==> src/rtl/regfile_scoreboard.sv <==
// Register file with NREAD combinational read ports, one writeback port and a per-register
// pending-writer scoreboard. Define REGFILE_BYPASS_EN to forward writeback data and retire status to decode.
module regfile_scoreboard #(
    parameter int XLEN  = 32,
    parameter int NREGS = 32,
    parameter int NREAD = 2,
    parameter int CNTW  = 2,
    localparam int AW   = $clog2(NREGS)
) (
    input  logic                   clk,
    input  logic                   reset,
    input  logic [NREAD*AW-1:0]    rd_addr,
    input  logic [NREAD-1:0]       rd_use,
    output logic [NREAD*XLEN-1:0]  rd_data,
    output logic [NREAD-1:0]       rd_busy,
    output logic                   hazard,
    input  logic                   issue_valid,
    input  logic [AW-1:0]          issue_rd,
    output logic                   issue_ready,
    input  logic                   wb_valid,
    input  logic                   wb_we,
    input  logic [AW-1:0]          wb_rd,
    input  logic [XLEN-1:0]        wb_data
);

    localparam logic [CNTW-1:0] CMAX = '1;

    // x0 is hardwired: neither data nor counter storage exists for it
    logic [XLEN-1:0] regs_q [1:NREGS-1];
    logic [XLEN-1:0] regs_d [1:NREGS-1];
    logic [CNTW-1:0] cnt_q  [1:NREGS-1];
    logic [CNTW-1:0] cnt_d  [1:NREGS-1];

    logic            wr_en;
    logic            retire;
    logic            issue_fire;
    logic [CNTW-1:0] issue_cnt;
    logic [CNTW-1:0] wb_cnt;

    assign wr_en       = wb_valid & wb_we & (wb_rd != '0);
    assign retire      = wb_valid & (wb_rd != '0);
    assign issue_cnt   = (issue_rd == '0) ? '0 : cnt_q[issue_rd];
    assign wb_cnt      = (wb_rd == '0) ? '0 : cnt_q[wb_rd];
    assign issue_ready = (issue_rd == '0) | (issue_cnt != CMAX);
    assign hazard      = issue_valid & ((|(rd_use & rd_busy)) | ~issue_ready);
    assign issue_fire  = issue_valid & ~hazard & (issue_rd != '0);

    for (genvar i = 0; i < NREAD; i++) begin : g_rd
        logic [AW-1:0]   addr;
        logic [XLEN-1:0] rdat;
        logic [CNTW-1:0] rcnt;

        assign addr = rd_addr[i*AW +: AW];
        assign rdat = (addr == '0) ? '0 : regs_q[addr];
        assign rcnt = (addr == '0) ? '0 : cnt_q[addr];

`ifdef REGFILE_BYPASS_EN
        // Busy looks at the post-retire count so the consumer can leave decode in the writeback cycle
        assign rd_data[i*XLEN +: XLEN] = (wr_en && wb_rd == addr) ? wb_data : rdat;
        assign rd_busy[i] = (rcnt != '0) & ~(retire && wb_rd == addr && rcnt == CNTW'(1));
`else
        assign rd_data[i*XLEN +: XLEN] = rdat;
        assign rd_busy[i] = (rcnt != '0);
`endif
    end

    always_comb begin
        for (int r = 1; r < NREGS; r++) begin
            regs_d[r] = regs_q[r];
            cnt_d[r]  = cnt_q[r];
            if (wr_en && wb_rd == AW'(r))
                regs_d[r] = wb_data;
            // Issue and retire on the same register cancel; a retire at zero saturates
            if (issue_fire && issue_rd == AW'(r) && !(retire && wb_rd == AW'(r)))
                cnt_d[r] = cnt_q[r] + CNTW'(1);
            else if (retire && wb_rd == AW'(r) && !(issue_fire && issue_rd == AW'(r))
                     && cnt_q[r] != '0)
                cnt_d[r] = cnt_q[r] - CNTW'(1);
        end
    end

    always_ff @(posedge clk or negedge reset) begin
        if (!reset) begin
            for (int r = 1; r < NREGS; r++) begin
                regs_q[r] <= '0;
                cnt_q[r]  <= '0;
            end
        end else begin
            for (int r = 1; r < NREGS; r++) begin
                regs_q[r] <= regs_d[r];
                cnt_q[r]  <= cnt_d[r];
            end
        end
    end

    a_no_underflow: assert property (@(posedge clk) disable iff (!reset)
        !(retire && wb_cnt == '0))
        else $error("regfile_scoreboard: retire on x%0d with no pending writer", wb_rd);

endmodule

==> config.mk <==
export PLATFORM = sky130hd
export DESIGN_NAME = regfile_scoreboard
export DESIGN_NICKNAME = d
export VERILOG_FILES = /design/src/rtl/regfile_scoreboard.sv
export SDC_FILE = /design/constraint.sdc
export NUM_CORES = 2
export LEC_CHECK = 0
export ABC_CLOCK_PERIOD_IN_PS = 9800
export BUFFER_PORTS_ARGS = -buffer_cell sky130_fd_sc_hd__clkbuf_2
export CAP_MARGIN = 40
export CORE_UTILIZATION = 55
export DETAILED_ROUTE_END_ITERATION = 8
export PLACE_DENSITY = 0.71
export SYNTH_ARGS = -nofsm -noshare
export SYNTH_HDL_FRONTEND = slang
export SYNTH_SLANG_ARGS = --single-unit
==> constraint.sdc <==
create_clock -name clk -period 9.8 [get_ports clk]
set_clock_uncertainty 0.1 [all_clocks]
set_input_delay 1.96 -clock clk [delete_from_list [all_inputs] [get_ports clk]]
set_output_delay 1.96 -clock clk [all_outputs]
set_load 0.02 [all_outputs]
# After elaboration in Yosys (flattened, before gate mapping)
# Cells that the tools add are included.
[word_totals]
ff_bits = 1054
input_bits = 59
output_inout_bits = 68
elab_cells = 604
[op_classes]
add_sub_neg = 62
magnitude_cmp = 3
n_eq_ne = 63
mux = 82
bitwise = 14
n_reduce_logical = 318
[ops]
columns = ["operator", "count"]
rows = [
  ["$bmux 32 s5", 2],
  ["$mux 32", 6],
  ["$logic_and 1x1->1", 186],
  ["$eq 5x5->1 const B", 32],
  ["$mux 2", 71],
  ["$reduce_bool 2->1", 64],
  ["$eq 5x4->1 const B", 16],
  ["$add 2x1->2 const B", 31],
  ["$logic_not 1->1", 62],
  ["$sub 2x1->2 const B", 31],
  ["$eq 5x3->1 const B", 8],
  ["$bmux 2 s5", 3],
  ["$eq 5x2->1 const B", 4],
  ["$ge 6x6->1 const B", 3],
  ["$not 5->6", 3],
  ["$logic_not 5->1", 3],
  ["$eq 5x1->1 const B", 2],
  ["$reduce_bool 5->1", 2],
  ["$and 1x1->1", 6],
  ["$and 2x2->2", 1],
  ["$ne 2x2->1 const B", 1],
  ["$not 1->1", 2],
  ["$or 1x1->1", 2],
  ["$reduce_or 2->1", 1],
]

# Logic depth before layout (Yosys ltp)
[logic_depth]
depth_word = 19
ltp_mapped = 13
ltp_nobuf = 9

# Least setup slack after synthesis
# Ideal clock, no wire load.
[synth_path]
kind = "input -> output"
startpoint = "in rd_addr[0]"
endpoint = "out rd_data[0]"
t_arrival_ns = 4.454
required_time_ns = 7.740
setup_slack_ns = 3.286
stages = 7
path_buffers = 4
path_cell_list = "buf_2 buf_2 clkbuf_1 buf_1 mux4_2 mux4_2 mux2_2"
[synth_via]
elab_chain_len = 5
word_cells_on_any_way = 6
classes_between = "mux (4); bitwise (1); reduce/logical (1)"
[synth_lines]
columns = ["element", "line_no", "rtl"]
rows = [
  ["start: declaration", "12", "input logic [NREAD*AW-1:0] rd_addr,"],
  ["$not 5->6 (not written as such)", "54", "assign rdat = (addr == '0) ? '0 : regs_q[addr];"],
  ["$bmux 32 s5", "54", ""],
  ["$mux 32 (not written as such) (2 in a row)", "54", ""],
  ["$mux 32 (*)", "54", ""],
  ["end: declaration", "14", "output logic [NREAD*XLEN-1:0] rd_data,"],
]
# Mark *: on every way between the ends. The rest lies on a longest branch, timed or not. The select of a mux whose other input is x is not followed.

# Worst setup path after layout
[layout_path]
startpoint = "in rd_addr[1]"
endpoint = "out hazard"
[layout_via]
elab_chain_len = 10
word_cells_on_any_way = 11
classes_between = "mux (4); bitwise (4); reduce/logical (3)"
[layout_lines]
columns = ["element", "line_no", "rtl"]
rows = [
  ["$not 5->6 (not written as such)", "55", "assign rcnt = (addr == '0) ? '0 : cnt_q[addr];"],
  ["$bmux 2 s5", "55", ""],
  ["$mux 2 (not written as such) (2 in a row)", "55", ""],
  ["$mux 2 (*)", "55", ""],
  ["$reduce_bool 2->1 (*)", "63", "assign rd_busy[i] = (rcnt != '0);"],
  ["$and 2x2->2 (*)", "45", "assign hazard = issue_valid & ((|(rd_use & rd_busy)) | ~issue_ready);"],
  ["$reduce_or 2->1 (*)", "45", ""],
  ["$or 1x1->1 (*)", "45", ""],
  ["$and 1x1->1 (*)", "45", ""],
  ["end: declaration", "16", "output logic hazard,"],
]
# Marks and branches as above.

==> run metrics <==
via/cell ratio=~7; die area=approximately 0.11 mm^2; Setup crit end kind=output port; HP Start=regs_q[441]; via count=between 30000 and 40000; clk_lat worst skew=around 710 ps; Area Overhead vs Synth=10.9%; top-area cell type share of the netlist area=a little under half; Mapped Area=0.0582 mm^2; global route total overflow=0; complex-gate fraction of the synthesized area=around 2.6%; P_int=between 9 and 10 mW; met2 wire len=approximately 77000 um; Final Slew Violations=0; core box area=0.104 mm^2; Period minus WS final=7440 ps; top cells by area, synth=dfrtp_1 45%, mux4_2 23%, mux2_2 21%, clkbuf_1 1.3%, buf_1 0.91%; cell-by-cell trace of the critical path=buf_8 > nor2b_4 > a2111oi_0 > a2bb2oi_1 > and4_4 > nand2b_1 > o21a_1 > clkbuf_2; Crit Reg-Reg Endpoint=cnt_q[30]; CTS tree=yes; asr flop ratio synth=100%; fin area=between 0.06 and 0.07 mm^2; Residual DRC=0; Root Buffer=clkbuf_16; Synth Area in Adders=0%; GRT Total Usage=a little under a third; Comb power frac=between 10% and 20%; worst r2r src=cnt_q[18]; total power=between 10 and 15 mW; CP Launch Type=input pin; worst vdd rail ir drop=0.157 mV; share of cells above drive strength 1=55.7%; YS warnings=0; post-synth cell types=slightly below 80; crit share post-route=roughly three quarters; Final Hold Fails=0; Clk network pwr share=between 30% and 40%; CTS Buf Count=roughly 110; Cell Rows=around 120; RSZ-0062 raised after global routing=no; post-synth top area cell=dfrtp_1; sinks on the clock net=between 1000 and 1500; largest family of logic cells by synthesized area=multiplexers; Hold Crit Class=reg -> reg; DRT antenna net count=0; total net switching power=3.28 mW; cts hold-fix bufs=0; Worst Path Max Fanout=88; part of the power in registers=a little over two fifths; Initial DRC Count=around 3900; first-pass GRT wire length=249000 um; mux contribution to synthesized area=around 45%; Starting Density=a little under three fifths; hold slack=between 400 and 500 ps; Mean Syn Cell Area=15.1 um^2; setup TNS=0 ps; reg2reg path depth=8; placed instance area=roughly 0.060 mm^2; Inst Count DP=5033; FF-to-FF setup slack=around 6000 ps; critical path required time=about 7700 ps; Slew Limit Headroom=slightly above 30%; switch share=between 20% and 30%; Yosys reg bits=1054; Post-synth top flop=dfrtp_1; Cells after Synth=roughly 3800; Post CTS Setup Buffer Count=0; count of final setup violators=0; Max Root-Sink Buffers=3; Pre-Repair DR Iteration Count=6; status=complete, no violations; Top Metal Used=met5; fmax=roughly 130 MHz; met3 wire length=roughly 13000 um; XOR/XNOR share of the synthesized area=less than 1%; WHS Path Cells=1; GP Congestion=around 0.89; CP max stage delay=between 800 and 900 ps; Worst Max-Slew Pin Slew=about 1000 ps; clock slew seen by the registers of the worst setup and hold paths=about 60 ps; most frequent cell after synthesis=mux2_2; HPWL reported at the end of detailed placement=around 95000 um; post-synthesis simple-gate area fraction=4.06%; Die H=327 um; sequential area share after synthesis=45.3%; WS Path Type=in -> out; met1 WL=approximately 70000 um; Crit path max-delay family=simple AND/OR/NAND/NOR gates; WL/cell=31.7 um; Crit path depth=8; antenna violations before repair=4; Filler cells=7757; fin nets=around 3800; vias in the first global route=~37000; I/O pins=roughly 130; final wirelength=166000 um; Synth Net Count=around 3900; Lkg Pwr=between 20 and 30 nW; power density over the cells=between 150 and 200 mW/mm^2; Hold Path End=regs_q[441]; Setup WS pre-CTS=approximately 2400 ps; Port Buffers=126; Crit path arrival time=about 5400 ps; max cap viols=0; CTS H-tree lvls=3; Post-synth top cells=1096 x mux2_2, 1054 x dfrtp_1, 591 x mux4_2; CP max-delay cell=and4_4; largest net degree at the start of global routing=~180; Worst Slack Setup Final=approximately 2400 ps; count of flip-flops with a built-in enable after synthesis=0; Die X=327 um; post-layout util=61.9%; worst path buffer plus inverter count=2; number of cells upsized or downsized after cts=0; Finished Layout Cells=around 5200
[how the worst max path moves through the flow]
stage | start | to | slack (ps)
floorplan | rd_addr[0] | rd_data[0] | 3290
global placement | rd_addr[0] | hazard | 2320
detailed placement | rd_addr[0] | hazard | 2410
CTS | rd_addr[0] | hazard | 2410
global route | rd_addr[0] | hazard | 2200
finish | rd_addr[1] | hazard | 2360
[per-layer routing]
metal / global-route usage, % / vias to the layer above
li1: - / 14800
met2: 48.4 / 1589
met5: 0 / -
met4: 11.5 / 6
met3: 5.50 / 367
met1: 45.7 / 19900
[worst reg2reg max path: stages, from the launching register on]
cell,delay [ps]
dfrtp_1,420
nor2_1,290
a21oi_1,120
o311ai_1,760
o221ai_4,200
buf_4,400
nor4_2,660
mux2_2,390
o221a_2,260
[layout by cell type (no fill, tap or decap), types with 44 or more instances in the layout]
cell	n
clkbuf_16	115
clkbuf_2	115
dfrtp_1	1054
mux2_2	1096
mux2i_1	48
mux4_2	591
nand2_1	112
nor2_1	88
nor3_1	44
o21ai_0	53
[kinds of logic (layout without fill, tap and decap cells)]
family,after synthesis,count (layout)
flip-flops,1054,1054
buffers and inverters,400,415
multiplexers,1736,1736
XOR/XNOR,20,20
AND/OR/NAND/NOR,424,424
other,0,1
AO/OA/AOI/OAI,213,213
[cell type report]
cell class	count	area (um^2)	share of cell area (%)
Tap cell	1380	1730	2.68
Multi-Input combinational cell	2393	30400	47.2
Clock inverter	48	702	1.09
Inverter	13	56.3	0.0873
Clock buffer	161	3360	5.21
Timing Repair Buffer	193	1860	2.88
Sequential cell	1054	26400	40.9
Antenna cell	1	2.50	0.00388
[state kept, by name, indices dropped and copies added (netlist names)]
register	cells
cnt_q	62
regs_q	992
[power groups by stage]
| stage | clock network (mW) | registers, mW | logic (mW) |
|---|---|---|---|
| 3_3_place_gp | 0 | 5.43 | 2.19 |
| 2_1_floorplan | 0 | 5.32 | 1.72 |
| 3_5_place_dp | 0 | 5.47 | 2.25 |
| 6_report | 4.63 | 5.42 | 2.25 |
| 5_1_grt | 4.87 | 5.49 | 2.40 |
| 4_1_cts | 4.70 | 5.39 | 2.26 |
No activity file was read; power rests on OpenSTA's default activity.
